## config.mk

```make
export PLATFORM = sky130hd
export DESIGN_NAME = muldiv_hilo
export DESIGN_NICKNAME = d
export VERILOG_FILES = /design/src/rtl/muldiv_hilo.sv
export SDC_FILE = /design/constraint.sdc
export NUM_CORES = 1
export LEC_CHECK = 0
export BUFFER_PORTS_ARGS = -buffer_cell sky130_fd_sc_hd__clkbuf_2
export CAP_MARGIN = 20
export CORE_UTILIZATION = 30
export DETAILED_ROUTE_END_ITERATION = 7
export GPL_ROUTABILITY_DRIVEN = 0
export PLACE_DENSITY_LB_ADDON = 0.2
export SLEW_MARGIN = 40
export SYNTH_ARGS = -nofsm -noshare
export SYNTH_HDL_FRONTEND = slang
export SYNTH_SLANG_ARGS = --single-unit
```

## constraint.sdc

```tcl
create_clock -name clk -period 3.15 [get_ports clk]
set_clock_uncertainty 0.05 [all_clocks]
set_input_delay 0 -clock clk [delete_from_list [all_inputs] [get_ports clk]]
set_output_delay 0 -clock clk [all_outputs]
set_load 0.02 [all_outputs]
```

## src/rtl/muldiv_hilo.sv

```systemverilog
// muldiv_hilo: iterative multiply/divide unit owning the architectural HI/LO
// registers. MULT/MULTU produce a 64-bit product into {HI,LO}; DIV/DIVU
// produce quotient in LO and remainder in HI. Each runs 32 iterations plus
// one sign-fix cycle. MTHI/MTLO write A directly from IDLE.
//
// Ports:
//   clk      clock, rising edge
//   reset_n  async active-low reset (clears state, HI, LO, flags)
//   A, B     operands (rs, rt)
//   Op       0 MULT, 1 MULTU, 2 DIV, 3 DIVU, 4 MTHI, 5 MTLO, 6/7 no-op
//   Start    request, sampled only in IDLE
//   Hi_out   HI register
//   Lo_out   LO register
//   Busy     iterative operation in flight
//   Done     one-cycle pulse after HI/LO take a MULT/DIV result
//   DivZero  qualifies Done: the divide had B == 0
module muldiv_hilo (
  input  logic        clk,
  input  logic        reset_n,
  input  logic [31:0] A,
  input  logic [31:0] B,
  input  logic [2:0]  Op,
  input  logic        Start,
  output logic [31:0] Hi_out,
  output logic [31:0] Lo_out,
  output logic        Busy,
  output logic        Done,
  output logic        DivZero
);
  localparam logic [2:0] OP_MULT  = 3'd0;
  localparam logic [2:0] OP_MULTU = 3'd1;
  localparam logic [2:0] OP_DIV   = 3'd2;
  localparam logic [2:0] OP_DIVU  = 3'd3;
  localparam logic [2:0] OP_MTHI  = 3'd4;
  localparam logic [2:0] OP_MTLO  = 3'd5;

  typedef enum logic [1:0] {S_IDLE, S_MUL, S_DIV, S_FIX} state_t;

  state_t      state, state_nxt;
  logic [4:0]  cnt;
  logic [31:0] opa;      // multiplicand (MUL) or divisor (DIV)
  logic [31:0] shreg;    // multiplier (MUL) or dividend/quotient (DIV)
  logic [63:0] acc;      // running product
  logic [32:0] rem;      // partial remainder, one spare bit for the borrow
  logic        sgn_q, sgn_r, op_div, dz;
  logic [31:0] hi, lo;
  logic        done, divzero;

  // Request decode
  logic        is_mul, is_div, is_signed;
  logic [31:0] abs_a, abs_b;
  assign is_mul    = (Op == OP_MULT) || (Op == OP_MULTU);
  assign is_div    = (Op == OP_DIV)  || (Op == OP_DIVU);
  assign is_signed = (Op == OP_MULT) || (Op == OP_DIV);
  assign abs_a     = (is_signed && A[31]) ? 32'd0 - A : A;
  assign abs_b     = (is_signed && B[31]) ? 32'd0 - B : B;

  // Shift-add step: add multiplicand into the upper half, then shift the
  // whole accumulator right so the next multiplier bit lines up.
  logic [32:0] mul_sum;
  assign mul_sum = {1'b0, acc[63:32]} + {1'b0, (shreg[0] ? opa : 32'd0)};

  // Restoring step: bring in the next dividend bit and trial-subtract.
  // Bit 33 of the difference is the borrow; no borrow means quotient bit 1.
  logic [33:0] div_shift, div_diff;
  logic        qbit;
  assign div_shift = {rem, shreg[31]};
  assign div_diff  = div_shift - {2'b00, opa};
  assign qbit      = ~div_diff[33];

  // Sign fix-up values for the FIX cycle
  logic [63:0] prod_fix;
  logic [31:0] q_fix, r_fix;
  assign prod_fix = sgn_q ? 64'd0 - acc : acc;
  assign q_fix    = sgn_q ? 32'd0 - shreg : shreg;
  assign r_fix    = sgn_r ? 32'd0 - rem[31:0] : rem[31:0];

  // FSM: state register
  always_ff @(posedge clk or negedge reset_n) begin
    if (!reset_n) state <= S_IDLE;
    else          state <= state_nxt;
  end

  // FSM: next state
  always_comb begin
    state_nxt = state;
    case (state)
      S_IDLE: begin
        if (Start && is_mul)      state_nxt = S_MUL;
        else if (Start && is_div) state_nxt = S_DIV;
      end
      S_MUL, S_DIV: if (cnt == 5'd31) state_nxt = S_FIX;
      S_FIX:   state_nxt = S_IDLE;
      default: state_nxt = S_IDLE;
    endcase
  end

  // FSM: outputs. Busy spans the iterations and the FIX cycle.
  always_comb begin
    Busy    = (state != S_IDLE);
    Done    = done;
    DivZero = divzero;
    Hi_out  = hi;
    Lo_out  = lo;
  end

  // Datapath
  always_ff @(posedge clk or negedge reset_n) begin
    if (!reset_n) begin
      cnt     <= '0;
      opa     <= '0;
      shreg   <= '0;
      acc     <= '0;
      rem     <= '0;
      sgn_q   <= 1'b0;
      sgn_r   <= 1'b0;
      op_div  <= 1'b0;
      dz      <= 1'b0;
      hi      <= '0;
      lo      <= '0;
      done    <= 1'b0;
      divzero <= 1'b0;
    end else begin
      done    <= 1'b0;
      divzero <= 1'b0;
      case (state)
        S_IDLE: if (Start) begin
          if (Op == OP_MTHI) hi <= A;
          if (Op == OP_MTLO) lo <= A;
          if (is_mul || is_div) begin
            opa    <= is_mul ? abs_a : abs_b;
            shreg  <= is_mul ? abs_b : abs_a;
            sgn_q  <= is_signed & (A[31] ^ B[31]);
            sgn_r  <= is_signed & A[31];
            op_div <= is_div;
            dz     <= is_div && (B == 32'd0);
            acc    <= '0;
            rem    <= '0;
            cnt    <= '0;
          end
        end
        S_MUL: begin
          acc   <= {mul_sum, acc[31:1]};
          shreg <= {1'b0, shreg[31:1]};
          cnt   <= cnt + 5'd1;
        end
        S_DIV: begin
          rem   <= qbit ? div_diff[32:0] : div_shift[32:0];
          shreg <= {shreg[30:0], qbit};
          cnt   <= cnt + 5'd1;
        end
        S_FIX: begin
          if (op_div) begin
            lo <= q_fix;
            hi <= r_fix;
          end else begin
            hi <= prod_fix[63:32];
            lo <= prod_fix[31:0];
          end
          done    <= 1'b1;
          divzero <= dz;
          cnt     <= '0;
        end
        default: ;
      endcase
    end
  end
endmodule

```

==> run metrics <==
Placed Instances 3,330; Crit path arrival time 3540 ps; Worst R2R End Hi_out[29]; Leak 10.5 nW; # IOs 137; Tcrit/Tclk final 0.996; antenna-violating nets left 0; drt drc 0; worst-path cell with the longest stage delay or3_4; Hold Crit Class in2reg; worst setup path end Hi_out[29]; CTS Sinks 238; worst-margin pin slew 831 ps; Power Density 1080 mW/mm²; crit-path cells buf_4, nor4_1, buf_4, nand4_1, or3_4, or3_4, o41ai_2, xor2_1, nand2_1, o21ai_1, o221ai_1; critical path launch point rem[3]; die outline height 251 µm; CTS buffer count 31; layout cells sized above 1 0.218; max-cap violations 0; synth unique cells 82; Post-Synthesis Cell Area 0.0186 mm²; post-synthesis sequential element count 238; first-pass GRT wire length 118 mm; Max Clk Rate 319 MHz; Tmin final 3140 ps; Rows 90; CTS tree built; Syn Area/Cell 8.04 µm²; Vias 19.7k; CP max stage delay 400 ps; largest net degree at the start of global routing 86; final wirelength 80.2 mm; core area 0.0608 mm²; outcome complete, no violations; Synth-to-Final Area Change 31.3%; Iteration-0 DRC Markers 1,982; clock transition at the registers of the reported paths 60 ps; Die X 251 µm; Worst Path Class, Setup reg2reg; Ys Warns 0; register area 0.00596 mm²; max_slew headroom 0.446; htree depth 1; flop2flop setup slack 10 ps; vias per cell 5.66; startpoint types flop; syn nets 2,464; number of flops mapped to enable cells by yosys 0; Hold Path Origin B[18]; CP required 3550 ps; multi-input logic area 0.0125 mm²; routed length per placed instance 23.0 µm; Synth Flop Type dfrtp_1; die area 0.0631 mm²; Final Hold Fails 0; crit path capture type flop; clk buf depth 3; dpl hpwl 61.8 mm; Layout Nets 2,824; pins over their slew limit 0; worst-path fanout max 5; FF-to-FF path depth 11; Final Setup Violations 0; drt pass-1 iters 8; Synth Instances 2,317; Tot GR Track Use 0.244; global route overflow 0; Synth async-reset ratio 1.00; vias in the first global route 18.5k; RR Startpoint rem[3]; Initial Util 0.306; Layout Cells excl Fill 3,485; unrepaired setup endpoints after global routing true; Fill cells 6,161; VDD IR max 0.000582 V; CTS root buffer clkbuf_16; later-pin clock latency in the skew report 610 ps; sequential fraction of the synthesis area 0.320; initial antenna violation count 5; Final Power 26.4 mW; port bufs 136
cell usage in the layout, fill, tap and decap left out, drive strengths merged, types with 22 or more instances in the layout:
cell / count
nand2: 306
buf: 265
dfrtp: 238
o21ai: 230
nor2: 184
clkbuf: 179
a21oi: 151
xnor2: 124
xor2: 105
inv: 75
ha: 75
dlygate4sd3: 73
o211ai: 64
o31ai: 51
a31oi: 44
nand2b: 43
mux2i: 40
nor3: 40
a22o: 38
nand3: 38
or3: 30
a21o: 22
or4: 22
sequential cells by signal, summed over array words and instances (netlist names):
signal / count
DivZero: 1
sgn_r: 1
shreg: 32
cnt: 5
dz: 1
rem: 33
Hi_out: 32
opa: 32
Done: 1
acc: 64
op_div: 1
sgn_q: 1
state: 2
Lo_out: 32
power breakdown:
group	total (mW)	switching (mW)	internal, mW	leakage, nW
Clock	4.02	1.57	2.45	0.552
Combinational	16.9	10.1	6.76	6.96
Sequential	5.56	1.33	4.23	2.99
Total	26.4	13.0	13.4	10.5
logic make-up (layout without fill, tap and decap cells):
kind of cell,Yosys count,after routing,synth area share
compound gates,737,737,0.257
xor+xnor,229,229,0.108
fa+ha+maj,77,77,0.0525
buf+inv,222,607,0.0451
flops,238,238,0.320
mux,42,42,0.0233
other cells,0,1,0
simple gates,772,772,0.195
cell type report:
class / count / share of cell area
antenna: 1 / 0.000102
clock buffer: 44 / 0.0362
clock inverter: 14 / 0.00987
inverter: 76 / 0.0119
multi-input combinational: 1857 / 0.511
sequential: 238 / 0.244
tap: 782 / 0.0400
timing repair buffer: 473 / 0.147
worst min-delay path by stage:
stage,to,slack [ps],depth (start not counted)
2_1_floorplan,DivZero,-350,0
3_3_place_gp,acc[13],-30,1
3_5_place_dp,acc[13],-20,1
4_1_cts,opa[4],10,4
5_1_grt,opa[4],30,4
6_report,shreg[18],20,5
cells in the mapped netlist, types with 4 or more instances:
master | instances | area (µm²)
nand2_1 | 306 | 1150
dfrtp_1 | 238 | 5960
o21ai_0 | 224 | 1120
nor2_1 | 184 | 691
a21oi_1 | 151 | 756
clkbuf_1 | 127 | 477
xnor2_1 | 124 | 1090
xor2_1 | 105 | 920
ha_1 | 75 | 938
inv_1 | 74 | 278
o211ai_1 | 64 | 480
o31ai_1 | 49 | 368
a31oi_1 | 44 | 275
nand2b_1 | 43 | 269
mux2i_1 | 40 | 400
nor3_1 | 39 | 195
a22o_1 | 38 | 333
nand3_1 | 38 | 190
or3_1 | 27 | 169
a21o_1 | 22 | 165
or4_1 | 21 | 158
a222oi_1 | 20 | 200
o41ai_1 | 19 | 166
nand4_1 | 18 | 113
nor4_1 | 15 | 93.8
buf_1 | 14 | 52.6
nor2b_1 | 12 | 75.1
and2_1 | 11 | 68.8
and3_1 | 11 | 68.8
nor3b_1 | 11 | 82.6
o221ai_1 | 11 | 96.3
a22oi_1 | 9 | 67.6
a221o_1 | 8 | 80.1
o21a_1 | 8 | 60.1
a211oi_1 | 7 | 52.6
o2111ai_1 | 7 | 61.3
or2_2 | 7 | 43.8
a221oi_1 | 6 | 52.6
nand3b_1 | 6 | 45.0
o21ai_1 | 6 | 30.0
buf_2 | 5 | 25.0
o22ai_1 | 5 | 31.3
a41oi_1 | 4 | 35.0
o311ai_0 | 4 | 35.0
metal layers:
layer	GRT usage	up-vias	part of all wire
met2	0.395	820	0.46
met4	0.0751	6	0.036
li1	-	9124	-
met3	0.0321	141	0.066
met1	0.336	9634	0.44
met5	0	-	0.00037
worst max-delay path: cells and delay by family, from the launching register on:
| kind | cells | cell delay (ps) |
|---|---|---|
| AND/OR/NAND/NOR | 5 | 1270 |
| XOR/XNOR | 1 | 360 |
| AO/OA/AOI/OAI | 3 | 570 |
| flip-flops | 1 | 380 |
| buffers and inverters | 2 | 330 |
metrics by stage:
stage | instance area [µm²] | util | setup TNS, ps | hold slack, ps | worst slack [ps]
2_1_floorplan | 18600 | - | 0 | -346 | 0.671
3_3_place_gp | 21700 | 0.357 | -1980 | -31.4 | -142
3_5_place_dp | 21700 | 0.357 | -1460 | -17.2 | -143
4_1_cts | 23800 | 0.392 | -47.3 | 9.81 | -26.6
5_1_grt | 24500 | 0.402 | -1260 | 31.5 | -105
6_report | 24500 | 0.402 | 0 | 23.7 | 11.8
what timing repair did:
item | in CTS | in global routing
setup buffers | 6 | 15
cloned | 2 | 0
endpoints found under the setup margin | 45 | 78
pin swaps | 17 | 52
resized for setup | 32 | 118
hold buffers | 74 | 0
hold endpoints to repair | 342 | 0
Note: power is estimated with default switching activity, not from simulation.
